`src/rtl/fetch_unit.sv`:
```
// fetch_unit: instruction fetch stage that owns the PC, issues credit-limited imem reads and queues responses in order.
// Optional feature macro FETCH_SENTINEL_HALT_EN: halt on the 32'hbadbadff out-of-range memory return.
module fetch_unit #(
    parameter logic [31:0] RESET_PC = 32'h0100_0000,
    parameter int          DEPTH    = 2
) (
    input  logic        clk,
    input  logic        rst_n,
    output logic        imem_req_valid,
    input  logic        imem_req_ready,
    output logic [31:0] imem_req_addr,
    input  logic        imem_resp_valid,
    input  logic [31:0] imem_resp_data,
    input  logic        redirect_valid,
    input  logic [31:0] redirect_pc,
    output logic        dec_valid,
    input  logic        dec_ready,
    output logic [31:0] dec_instr,
    output logic [31:0] dec_pc,
    output logic [31:0] dec_pc_plus4,
    output logic        halted
);
    localparam int          PW      = $clog2(DEPTH);
    localparam int          CW      = PW + 1;
    localparam logic [CW:0] DEPTH_W = (CW+1)'(DEPTH);

    localparam logic [1:0]  ST_RUN   = 2'd0;
    localparam logic [1:0]  ST_DRAIN = 2'd1;
    localparam logic [1:0]  ST_HALT  = 2'd2;
    localparam logic [31:0] NOP      = 32'h0000_0013;

    logic [1:0]    state;
    logic [31:0]   fetch_pc;
    logic [CW-1:0] outstanding;
    logic [CW-1:0] count;
    logic [CW-1:0] drop_cnt;

    logic [31:0]   iq_instr [DEPTH];
    logic [31:0]   iq_pc    [DEPTH];
    logic [PW-1:0] iq_wr;
    logic [PW-1:0] iq_rd;
    logic [31:0]   pq_pc    [DEPTH];
    logic [PW-1:0] pq_wr;
    logic [PW-1:0] pq_rd;

    logic          pop;
    logic          redirect_take;
    logic          req_fire;
    logic          discard;
    logic          is_sentinel;
    logic          push;
    logic          go_halt;
    logic [CW:0]   in_use;
    logic [CW-1:0] drop_after;
    logic [31:0]   redirect_target;

    assign dec_valid    = (count != '0);
    assign dec_instr    = iq_instr[iq_rd];
    assign dec_pc       = iq_pc[iq_rd];
    assign dec_pc_plus4 = iq_pc[iq_rd] + 32'd4;

    assign pop             = dec_valid && dec_ready;
    assign redirect_take   = redirect_valid && (state != ST_HALT);
    assign redirect_target = redirect_pc & 32'hffff_fffc;

    // A head popped this cycle frees its slot now, which is what lets DEPTH=2 with L=1 stream one per cycle.
    assign in_use         = {1'b0, outstanding} + {1'b0, count} - {{CW{1'b0}}, pop};
    assign imem_req_valid = rst_n && (state != ST_HALT) && !redirect_valid && (in_use < DEPTH_W);
    assign imem_req_addr  = fetch_pc;
    assign req_fire       = imem_req_valid && imem_req_ready;

    assign discard = redirect_take || (state == ST_HALT) ||
                     ((state == ST_DRAIN) && (drop_cnt != '0));

`ifdef FETCH_SENTINEL_HALT_EN
    assign is_sentinel = (imem_resp_data == 32'hbadb_adff);
    assign halted      = (state == ST_HALT);
`else
    assign is_sentinel = 1'b0;
    assign halted      = 1'b0;
`endif

    assign push       = imem_resp_valid && !discard && !is_sentinel;
    assign go_halt    = imem_resp_valid && !discard && is_sentinel;
    assign drop_after = outstanding - CW'(imem_resp_valid);

    // NOTE: the queue storage is reset as well, so the head reads NOP at pc 0 straight out of reset.
    always_ff @(posedge clk or negedge rst_n) begin
        if (!rst_n) begin
            for (int i = 0; i < DEPTH; i++) begin
                iq_instr[i] <= NOP;
                iq_pc[i]    <= '0;
                pq_pc[i]    <= '0;
            end
        end else begin
            if (push) begin
                iq_instr[iq_wr] <= imem_resp_data;
                iq_pc[iq_wr]    <= pq_pc[pq_rd];
            end
            if (req_fire) begin
                pq_pc[pq_wr] <= fetch_pc;
            end
        end
    end

    always_ff @(posedge clk or negedge rst_n) begin
        if (!rst_n) begin
            fetch_pc    <= RESET_PC;
            outstanding <= '0;
            pq_wr       <= '0;
            pq_rd       <= '0;
            count       <= '0;
            iq_wr       <= '0;
            iq_rd       <= '0;
        end else begin
            if (redirect_take) begin
                fetch_pc <= redirect_target;
            end else if (req_fire) begin
                fetch_pc <= fetch_pc + 32'd4;
            end
            if (req_fire) begin
                pq_wr <= pq_wr + PW'(1);
            end
            if (imem_resp_valid) begin
                pq_rd <= pq_rd + PW'(1);
            end
            outstanding <= outstanding + CW'(req_fire) - CW'(imem_resp_valid);

            // The flush wins over any push or pop in the same cycle.
            if (redirect_take) begin
                count <= '0;
                iq_wr <= '0;
                iq_rd <= '0;
            end else begin
                if (push) begin
                    iq_wr <= iq_wr + PW'(1);
                end
                if (pop) begin
                    iq_rd <= iq_rd + PW'(1);
                end
                count <= count + CW'(push) - CW'(pop);
            end
        end
    end

    always_ff @(posedge clk or negedge rst_n) begin
        if (!rst_n) begin
            state    <= ST_RUN;
            drop_cnt <= '0;
        end else if (redirect_take) begin
            drop_cnt <= drop_after;
            state    <= (drop_after != '0) ? ST_DRAIN : ST_RUN;
        end else begin
            case (state)
                ST_RUN: begin
                    if (go_halt) begin
                        state <= ST_HALT;
                    end
                end
                ST_DRAIN: begin
                    if (go_halt) begin
                        state <= ST_HALT;
                    end else if (imem_resp_valid && (drop_cnt != '0)) begin
                        drop_cnt <= drop_cnt - CW'(1);
                        if (drop_cnt == CW'(1)) begin
                            state <= ST_RUN;
                        end
                    end else if (drop_cnt == '0) begin
                        state <= ST_RUN;
                    end
                end
                default: begin
                end
            endcase
        end
    end

endmodule

```
`config.mk`:
```
export PLATFORM = sky130hd
export DESIGN_NAME = fetch_unit
export DESIGN_NICKNAME = d
export VERILOG_FILES = /design/src/rtl/fetch_unit.sv
export SDC_FILE = /design/constraint.sdc
export NUM_CORES = 1
export LEC_CHECK = 0
export BUFFER_PORTS_ARGS = -buffer_cell sky130_fd_sc_hd__buf_2
export CORE_MARGIN = 2
export CORE_UTILIZATION = 56
export CTS_CLUSTER_DIAMETER = 100
export DETAILED_ROUTE_END_ITERATION = 12
export GPL_TIMING_DRIVEN = 0
export PLACE_DENSITY = 0.9
export SLEW_MARGIN = 0
export SYNTH_ARGS = -nofsm -noshare
export SYNTH_HDL_FRONTEND = slang
export SYNTH_SLANG_ARGS = --single-unit
```
`constraint.sdc`:
```
create_clock -name clk -period 4 [get_ports clk]
set_input_delay 0 -clock clk [delete_from_list [all_inputs] [get_ports clk]]
set_output_delay 0 -clock clk [all_outputs]
set_load 0.02 [all_outputs]
```
# After elaboration in Yosys (flattened, before gate mapping)
# Cells that the tools add are included.
# op_classes
n_mul	0
div	0
n_addsub	14
n_lt_le_gt_ge	7
n_shift	0
eq_ne	5
n_bitwise	4
reduce_logical	27
muxes	32
# ops
op	count
2-to-1 mux 32 bit	13
bitwise mux 64 bit	3
adder 32 x 3 -> 32 bit, second input constant	2
demux 32 bit (select 1 bit)	2
2-to-1 mux 2 bit	9
nonzero test 2 bit	8
logical AND 1 bit	11
>= comparator 2 bit, second input constant	4
inverter 1 -> 2 bit	4
subtractor 2 x 1 -> 2 bit	3
2-to-1 mux 1 bit	5
adder 1 bit, second input constant	4
adder 2 x 1 -> 2 bit	2
== test 2 x 1 -> 1 bit, second input constant	2
less-than comparator 2 x 1 -> 1 bit, second input constant	2
adder 2 x 2 -> 3 bit	1
less-than comparator 3 x 2 -> 1 bit, second input constant	1
!= test 3 x 2 -> 1 bit, second input constant	1
AND reduction 3 bit	1
nonzero test 3 bit	1
subtractor 3 x 1 -> 3 bit	1
== test 2 bit, second input constant	1
zero test 1 bit	2
zero test 2 bit	1
other kinds (4)	5
# totals
register_bits	236
mem_bits_ro	0
n_memories	0
output_inout_bits	131
latchBits	0
mem_bits_rw	0

# Logic depth before layout (Yosys ltp)
# Gate-level depths: netlist (run 1).
# depth
word_depth	9
mapped_depth	14

# Worst setup path before layout (run 1)
# No wires, ideal clock.
# synth_timing
path_kind	register to output
start	register iq_rd
end	output port dec_pc_plus4[28]
path_buffers	5
required_ps	4000
setup_slack_ps	677
path_stages_with_launch	14
arrival_ps	3323
path_cell_list	dfrtp_1 buf_2 buf_4 clkbuf_1 buf_2 mux2i_1 inv_1 ha_1 nand4_2 a221oi_2 and3_1 buf_2 nand4_1 xnor2_1
# synth_between
elab_chain_len	5
# synth_rtl
item	line	rtl
from (decl)	41	logic [PW-1:0] iq_rd;
from (signal assigned)	139	iq_rd <= iq_rd + PW'(1);
inverter 1 -> 2 bit	-	
2-to-1 mux 32 bit (3 in a row)	-	
net dec_pc[2]	19	output logic [31:0] dec_pc,
adder 32 x 3 -> 32 bit	60	assign dec_pc_plus4 = iq_pc[iq_rd] + 32'd4;
to (decl)	20	output logic [31:0] dec_pc_plus4,
# The timed path passes the listed nets, and every way through them passes these cells. The select of a mux whose other input is x is not followed.

# Worst setup path in the final report (run 1)
# layout_timing
start	register count[1]
end	register outstanding[1]
# layout_between
elab_chain_len	8
# layout_rtl
item	line	rtl
from (decl)	35	logic [CW-1:0] count;
from (signal assigned)	141	count <= count + CW'(push) - CW'(pop);
branches (longest 2 deep; another with adder 2 x 2 -> 3 bit)	-	
subtractor 3 x 1 -> 3 bit *	67	assign in_use = {1'b0, outstanding} + {1'b0, count} - {{CW{1'b0}}, pop};
less-than comparator 3 x 2 -> 1 bit *	68	assign imem_req_valid = rst_n && (state != ST_HALT) && !redirect_valid && (in_use < DEPTH_W);
logical AND 1 bit *	68	
logical AND 1 bit *	70	assign req_fire = imem_req_valid && imem_req_ready;
adder 2 x 1 -> 2 bit *	127	outstanding <= outstanding + CW'(req_fire) - CW'(imem_resp_valid);
subtractor 2 x 1 -> 2 bit *	127	
to (signal assigned)	127	
to (decl)	34	logic [CW-1:0] outstanding;
# Every way passes the cells marked *.
# A chain may end at the register's enable or synchronous reset.

==> metrics, run 1 <==
number of global-route vias before repair=9531; Area contributors post-synth=dfrtp_1 (50%), mux2_2 (18%), mux2i_1 (3.5%), nand2_1 (3.0%), o21ai_0 (2.6%); Final setup violation count=0; CP max FO=10; Root Buffer=clkbuf_16; HPWL after detailed placement=20.2 mm; total number of yosys warnings=0; initial antenna violation count=1; worst-case clock buffer depth=3; Worst Hold Depth=4; Worst Max-Slew Pin Slew=829 ps; CTS Buf Count=24; buffers inserted by post-CTS timing repair=0; Critical Path AT=4220 ps; M2 GR Usage=0.513; Clock Skew=11.3 ps; Hold Vio Cnt, Final=0; router iterations before antenna repair=6; Reg2Reg Depth=14; GR peak layer=met2; maximum clock frequency=264 MHz; starting density of the core=0.568; IO Port Bufs=190; routability cong.=0.898; Synth top cells by count=dfrtp_1 (218), mux2_2 (172), nand2_1 (89); Cell Int Power=6.54 mW; post-synthesis sequential area ratio=0.512; Avg Cell Area, Syn=11.4 µm²; Comb pwr share=0.436; height of the die=144 µm; first-pass GRT wire length=49.3 mm; max_slew headroom=0.447; outcome=finished, final reports clean; Multi-input gate area=0.00502 mm²; Synth async-reset ratio=1.00; Switch Pwr=4.35 mW; pin count of the biggest net entering global routing=91; count leader, synth=dfrtp_1; sequential share of power=0.357; Final Critical Period=3780 ps; # nets final=1338; Clock transition at path regs=60 ps; sequential cell area=0.00564 mm²; met1 usage in global routing=0.373; DRC=0; Worst VDD drop=0.000351 V; All-Layer GR Usage=0.301; Syn Std Cell Area=0.0110 mm²; worst hold slack=53.2 ps; Post-Syn Instances=966; Worst Hold Class=in -> reg; power per cell area=784 mW/mm²; I/O Pins=201; Starting DRT DRC Count=689; FP Rows=51; Worst EP required=4440 ps; GRT met3 Usage=0.0593; filler cell count=1319; sw frac=0.399; ANT nets after route=0; Max Cap Violations=0; flop-to-flop setup slack=220 ps; Slew Limit Fails=0; layout cells sized above 1=0.365; Yosys cell types=58; dominant cell type by area after synthesis=dfrtp_1; Main synth FF type=dfrtp_1; Yosys top cell area share=0.495; CTS sink cnt=225; WHS Endpoint=imem_req_addr[25]; Post-synth EDFFs=0; RR Endpoint=outstanding[1]; Static Leak=6.54 nW; synthesized flop and latch total=225; placed inst area=0.0124 mm²; Routed WL=31.4 mm; CTS tree=yes; grt total ovfl=0; min-delay src=redirect_valid; Vias/cell=5.95; DR WL/cell=20.4 µm; clock share of power=0.207; H-tree depth=1; final period utilization=0.946; Startpoint Class=flip-flop; worst skew pair latency=520 ps; RSZ-0062 raised after global routing=false; core area=0.0194 mm²; Crit Path Class=reg -> reg; Total Neg Setup Slack=0 ps; synth-to-layout area growth=26.2%; fin area=0.0139 mm²; Die W=144 µm; via count=9176; Critical Path End Type=flip-flop; die area=0.0208 mm²; RR Startpoint=count[1]
[cell usage in the layout, fill, tap and decap left out, types with 3 or more instances in the layout]
cell,netlist,routed
dfrtp_1,218,218
buf_2,24,212
mux2_2,172,172
nand2_1,89,89
dlygate4sd3_1,0,68
o21ai_0,57,57
nor2_1,54,54
mux2i_1,39,39
a21oi_1,37,37
clkbuf_1,24,28
xnor2_1,27,27
nand4_1,26,26
nand3_1,25,25
clkbuf_16,0,25
inv_1,17,17
xor2_1,16,16
buf_4,13,13
nor3_1,12,12
ha_1,10,10
and2_1,7,7
and3_1,7,7
a31oi_1,7,7
conb_1,1,7
dfstp_2,7,7
o211ai_1,6,6
clkinv_2,0,6
a221o_1,5,5
a31o_2,5,5
nor2b_1,4,4
buf_1,4,4
nand2b_1,4,4
nand4b_1,4,4
mux2_1,4,4
clkbuf_8,0,4
nand3b_1,3,3
a21o_1,3,3
and4_1,3,3
and4b_1,3,3
[metrics by stage]
step	worst slack, ps	utilization	total power, mW	std cells
3_3_place_gp	-2190	0.635	8.20	1427
4_1_cts	97.4	0.716	10.8	1541
3_5_place_dp	96.5	0.638	8.43	1429
5_1_grt	36.5	0.716	11.5	1541
6_report	217	0.716	10.9	1541
2_1_floorplan	677	-	6.94	972
[cells by family (layout without fill, tap and decap cells)]
group                    count (synthesis)  in the layout  synth area share
AO/OA/AOI/OAI                          136            136            0.0742
XOR/XNOR                                43             43            0.0342
adder cells (fa/ha/maj)                 11             11            0.0132
buffers and inverters                   83            386            0.0354
flip-flops                             225            225             0.512
multiplexers                           215            215             0.215
other                                    1              8          0.000341
AND/OR/NAND/NOR                        252            252             0.115
[power by group through the flow]
| stage | logic (mW) | registers [mW] | clock network, mW |
|---|---|---|---|
| after floorplan | 3.24 | 3.70 | 0 |
| final | 4.74 | 3.89 | 2.26 |
| after global placement | 4.43 | 3.77 | 0 |
| after CTS | 4.69 | 3.84 | 2.27 |
| after detailed placement | 4.57 | 3.86 | 0 |
| after global routing | 5.11 | 3.97 | 2.39 |
[cell type report]
cell class / count / area share
Clock inverter: 10 / 0.00756
Inverter: 18 / 0.00486
Sequential cell: 225 / 0.406
Tap cell: 265 / 0.0239
Clock buffer: 34 / 0.0503
Antenna cell: 1 / 0.000180
Buffer: 63 / 0.0226
Timing Repair Buffer: 261 / 0.124
Multi-Input combinational cell: 664 / 0.361
[what timing repair did]
item                                    4_1_cts  5_1_grt
endpoints found under the setup margin       11        7
gates resized for setup                       1        0
endpoints found under the hold margin       318        0
hold buffers                                 69        0
[per-layer routing]
layer	vias to the layer above	part of all wire
li1	4002	-
met4	0	0.041
met3	114	0.085
met2	517	0.48
met1	4543	0.39
met5	-	0
[worst max-delay path by stage]
| stage | startpoint | end | cells after the start |
|---|---|---|---|
| floorplan | iq_rd | dec_pc_plus4[28] | 13 |
| global placement | rst_n | outstanding[1] | 11 |
| detailed placement | iq_rd | dec_pc_plus4[28] | 14 |
| CTS | iq_rd | dec_pc_plus4[28] | 13 |
| global route | iq_rd | dec_pc_plus4[28] | 12 |
| finish | count[1] | outstanding[1] | 14 |
[sequential cells by signal, indices dropped and copies added (netlist names)]
register	cells
state	1
iq_wr	1
imem_req_addr	30
iq_instr	64
pq_wr	1
pq_rd	1
pq_pc	60
outstanding	2
iq_rd	1
drop_cnt	2
iq_pc	60
count	2
[critical path, stage by stage, from the launching register on]
cell	delay [ps]
dfrtp_1	420
nand2_1	90
nor2_1	180
o21ai_0	150
fa_1	390
xnor2_1	180
nor4b_2	660
inv_1	150
clkbuf_1	320
buf_2	300
ha_1	290
inv_1	40
ha_1	190
xnor2_1	210
xnor2_1	150
Power figures use the tool's default switching activity.
==> run 2: changes to the inputs <==
- BUFFER_PORTS_ARGS: -buffer_cell sky130_fd_sc_hd__buf_2 -> unset
- CORE_UTILIZATION: 56 -> 50
- DONT_BUFFER_PORTS: unset -> 1
- PLACE_DENSITY: 0.9 -> 0.75
- SETUP_SLACK_MARGIN: unset -> 0.05
==> metrics, run 2 (synthesis gave the netlist of run 1 again) <==
outcome=finished, violations left; violated checks=hold timing; ANT nets after route=0; first-pass GRT wire length=43.9 mm; Total Neg Setup Slack=0 ps; DR WL/cell=20.3 µm; die area=0.0232 mm²; core area=0.0217 mm²; Starting DRT DRC Count=632; worst-case clock buffer depth=3; layout cells sized above 1=0.260; most frequent cells in the layout=dfrtp_1 (218), mux2_2 (172), nand2_1 (89); Worst VDD drop=0.000367 V; Max Cap Violations=0; worst skew pair latency=510 ps; Startpoint Class=flip-flop; Crit Path Class=reg -> out; most common cell after layout, fill and taps aside=dfrtp_1; starting density of the core=0.508; maximum clock frequency=267 MHz; critical path launch point=iq_rd; RSZ-0062 raised after global routing=false; I/O Pins=201; All-Layer GR Usage=0.234; height of the die=152 µm; initial antenna violation count=0; Reg2Reg Depth=13; router iterations before antenna repair=5; Critical Path AT=3740 ps; Slew Limit Fails=0; via count=7964; Routed WL=27.7 mm; IO Port Bufs=0; H-tree depth=1; Vias/cell=5.86; Clock transition at path regs=60 ps; Critical Path End Type=output port; Clock Skew=13.0 ps; ANT cells=0; RR Endpoint=outstanding[1]; Hold-fix buffers, CTS=66; number of flip-flops in the largest register=64; Worst EP required=4000 ps; Final Critical Period=3740 ps; Root Buffer=clkbuf_16; Die W=152 µm; Worst Hold Class=in -> async; # nets final=1144; Final setup violation count=0; DRC=0; number of global-route vias before repair=7976; Static Leak=5.79 nW; worst hold slack=-820 ps; routability cong.=0.837; critical path endpoint=dec_pc_plus4[28]; grt total ovfl=0; RR Startpoint=outstanding[1]; power per cell area=795 mW/mm²; max_slew headroom=0.485; HPWL after detailed placement=18.8 mm; flop-to-flop setup slack=400 ps; final period utilization=0.935; Hold Vio Cnt, Final=225; CP max FO=28; synth-to-layout area growth=18.1%; Reg with most FFs=iq_instr; CTS Buf Count=24; CTS tree=yes; FP Rows=54; top flop regs=iq_instr: 64 flops, iq_pc: 60 flops, pq_pc: 60 flops; Worst Max-Slew Pin Slew=773 ps; pin count of the biggest net entering global routing=227; CTS sink cnt=225
run 2: cell count changes in the layout (fill, tap and decap cells not counted), moves of 4 or more:
cell and delta:
buf_2 -189, bufinv_16 +4, clkinv_2 -4, xnor2_1 -5, xnor2_2 +5
run 2: where the power goes:
part           internal [mW]  switching (mW)  leakage, nW
Sequential              3.20           0.674         2.82
Clock                   1.58           0.905        0.426
Combinational           1.57            2.42         2.55
run 2: cell type report:
class,count,area (µm²)
Fill cell,1690,8680
Sequential cell,225,5640
Multi-Input combinational cell,664,5060
Clock inverter,12,220
Tap cell,280,350
Buffer,63,322
Inverter,18,67.6
Clock buffer,31,678
Timing Repair Buffer,67,668
run 2: what timing repair did:
action | CTS | global route
hold endpoints to repair | 327 | 225
gates cloned | 0 | 0
pin swaps | 2 | 1
setup endpoints to repair | 14 | 8
gates resized for setup | 7 | 3
setup buffers | 1 | 0
run 2: worst min-delay path by stage:
stage	slack, ps	end	start	depth (start not counted)
6_report	-820	iq_instr[34]	rst_n	0
5_1_grt	-850	iq_instr[34]	rst_n	0
4_1_cts	-840	iq_instr[2]	rst_n	0
3_5_place_dp	-290	iq_instr[2]	rst_n	0
3_3_place_gp	-290	iq_instr[2]	rst_n	0
2_1_floorplan	-300	count[0]	rst_n	0
run 2: per-layer routing:
layer	global-route usage	part of all wire	up-vias
met3	0.0546	0.078	64
met2	0.375	0.46	373
met1	0.319	0.43	3910
li1	-	-	3617
met4	0.0736	0.031	0
met5	0	0	-
run 2: critical path, stage by stage, from the launching register on:
cell and delay, ps:
dfrtp_1 390, buf_2 290, buf_8 270, mux2i_1 250, inv_1 250, ha_2 280
nand4_2 170, a221oi_4 390, and3_1 200, buf_2 190, nand4_1 180, xnor2_2 320
run 2: per-stage QoR:
step            util  cells  power [mW]  cell area, µm²  setup slack, ps
2_1_floorplan      -    972        6.94           11000              677
3_5_place_dp   0.525   1252        7.76           11400             -515
5_1_grt        0.600   1360        10.9           13000             70.7
6_report       0.600   1360        10.3           13000              259
3_3_place_gp   0.525   1252        7.64           11400             -490
4_1_cts        0.599   1360        10.4           13000              113
==> run 3: changes to the inputs <==
- CELL_PAD_IN_SITES_DETAIL_PLACEMENT: unset -> 0
- CELL_PAD_IN_SITES_GLOBAL_PLACEMENT: unset -> 2
- CORE_ASPECT_RATIO: unset -> 0.75
- CORE_UTILIZATION: 50 -> 42
- PLACE_DENSITY: 0.75 -> 0.9
==> metrics, run 3 (synthesis gave the netlist of run 1 again) <==
Multi-input gate area=0.00508 mm²; top flop regs=iq_instr: 64 flops, iq_pc: 60 flops, pq_pc: 60 flops; first-pass GRT wire length=45.3 mm; final period utilization=0.904; Startpoint Class=flip-flop; sequential cell area=0.00564 mm²; power per cell area=786 mW/mm²; maximum clock frequency=276 MHz; Starting DRT DRC Count=474; worst-case clock buffer depth=3; Worst Hold Class=in -> async; Root Buffer=clkbuf_16; DR WL/cell=20.6 µm; most common cell after layout, fill and taps aside=dfrtp_1; filler cell count=2301; Hold Vio Cnt, Final=225; flop-to-flop setup slack=450 ps; Slew Limit Fails=0; DP Worst Slack=-686 ps; FP Rows=51; H-tree depth=1; Clock transition at path regs=60 ps; Final Critical Period=3620 ps; buffers inserted by post-CTS timing repair=0; core area=0.0258 mm²; worst hold slack=-817 ps; most frequent cells in the layout=dfrtp_1 (218), mux2_2 (172), nand2_1 (89); Die W=191 µm; DRC=0; ANT cells=0; Vias/cell=5.47; synth-to-layout area growth=18.5%; CTS Buf Count=24; CTS tree=yes; Static Leak=5.77 nW; Routed WL=29.3 mm; grt total ovfl=0; outcome=finished, violations left; pin count of the biggest net entering global routing=227; RSZ-0062 raised after global routing=false; initial antenna violation count=0; CTS sink cnt=225; Critical Path End Type=output port; Final setup violation count=0; ANT nets after route=0; Worst VDD drop=0.000389 V; I/O Pins=201; final cell utilization of the core=0.505; number of flip-flops in the largest register=64; HPWL after detailed placement=20.6 mm; layout cells sized above 1=0.259; fin cells=1425; routability cong.=0.811; CP max FO=28; All-Layer GR Usage=0.213; Clock Skew=9.41 ps; Worst Max-Slew Pin Slew=833 ps; Critical Path AT=3620 ps; Reg with most FFs=iq_instr; Crit Path Class=reg -> out; # nets final=1144; max_slew headroom=0.445; die area=0.0275 mm²; placed insts=1316; Worst EP required=4000 ps; IO Port Bufs=0; Max Cap Violations=0; number of global-route vias before repair=7649; height of the die=144 µm; Reg2Reg Depth=13; RR Startpoint=outstanding[1]; Setup WS post-layout=383 ps; violated checks=hold timing; worst skew pair latency=520 ps; via count=7793; RR Endpoint=outstanding[1]; starting density of the core=0.426; router iterations before antenna repair=5
-- run 3: changes by cell type in the layout (fill, tap and decap cells not counted), sizes merged --
cell,delta
clkbuf,+5
buf,-1
clkinvlp,-3
clkinv,+2
bufinv,-3
dlygate4sd3,+1
-- run 3: how the worst max path moves through the flow --
stage / startpoint / endpoint / slack, ps / cells past startpoint
CTS: iq_rd / dec_pc_plus4[28] / 90 / 11
floorplan: iq_rd / dec_pc_plus4[28] / 680 / 13
finish: iq_rd / dec_pc_plus4[28] / 380 / 11
global placement: iq_rd / dec_pc_plus4[26] / -680 / 12
detailed placement: iq_rd / dec_pc_plus4[26] / -690 / 12
global route: iq_rd / dec_pc_plus4[28] / 160 / 11
-- run 3: timing repair --
item / in CTS / in global routing
setup endpoints to repair: 14 / 7
endpoints found under the hold margin: 327 / 226
resized for setup: 11 / 4
pin swaps: 0 / 1
hold buffers: 66 / 1
-- run 3: power by group --
part	switching, mW	internal [mW]
Clock	0.925	1.42
Combinational	2.42	1.58
Sequential	0.720	3.20
-- run 3: routing by layer --
metal	routed length [µm]	track usage	up-vias	part of all wire
met4	412	0.0355	0	0.014
li1	-	-	3611	-
met1	15000	0.334	3920	0.51
met2	12000	0.305	230	0.41
met5	0	0	-	0
met3	1920	0.0417	32	0.066
-- run 3: final cells by class --
class                      count  share of cell area
buffer                        63              0.0248
clock buffer                  36              0.0542
clock inverter                 8             0.00959
inverter                      18             0.00518
multi-input combinational    664               0.390
sequential                   225               0.432
tap                          344              0.0330
timing repair buffer          67              0.0514
-- run 3: stage by stage --
stage	power (mW)	TNS [ps]	cell area, µm²
global placement	7.70	-4320	11500
CTS	10.3	0	13000
global route	10.9	0	13000
detailed placement	7.82	-4600	11500
floorplan	6.94	0	11000
finish	10.3	0	13000
-- run 3: worst max-delay path, stage by stage, from the launching register on --
cell	delay (ps)
dfrtp_1	430
buf_4	240
buf_8	250
mux2i_2	190
inv_2	160
ha_2	290
nand4_2	180
a221oi_4	440
and3_1	200
buf_2	180
nand4_1	170
xnor2_2	340
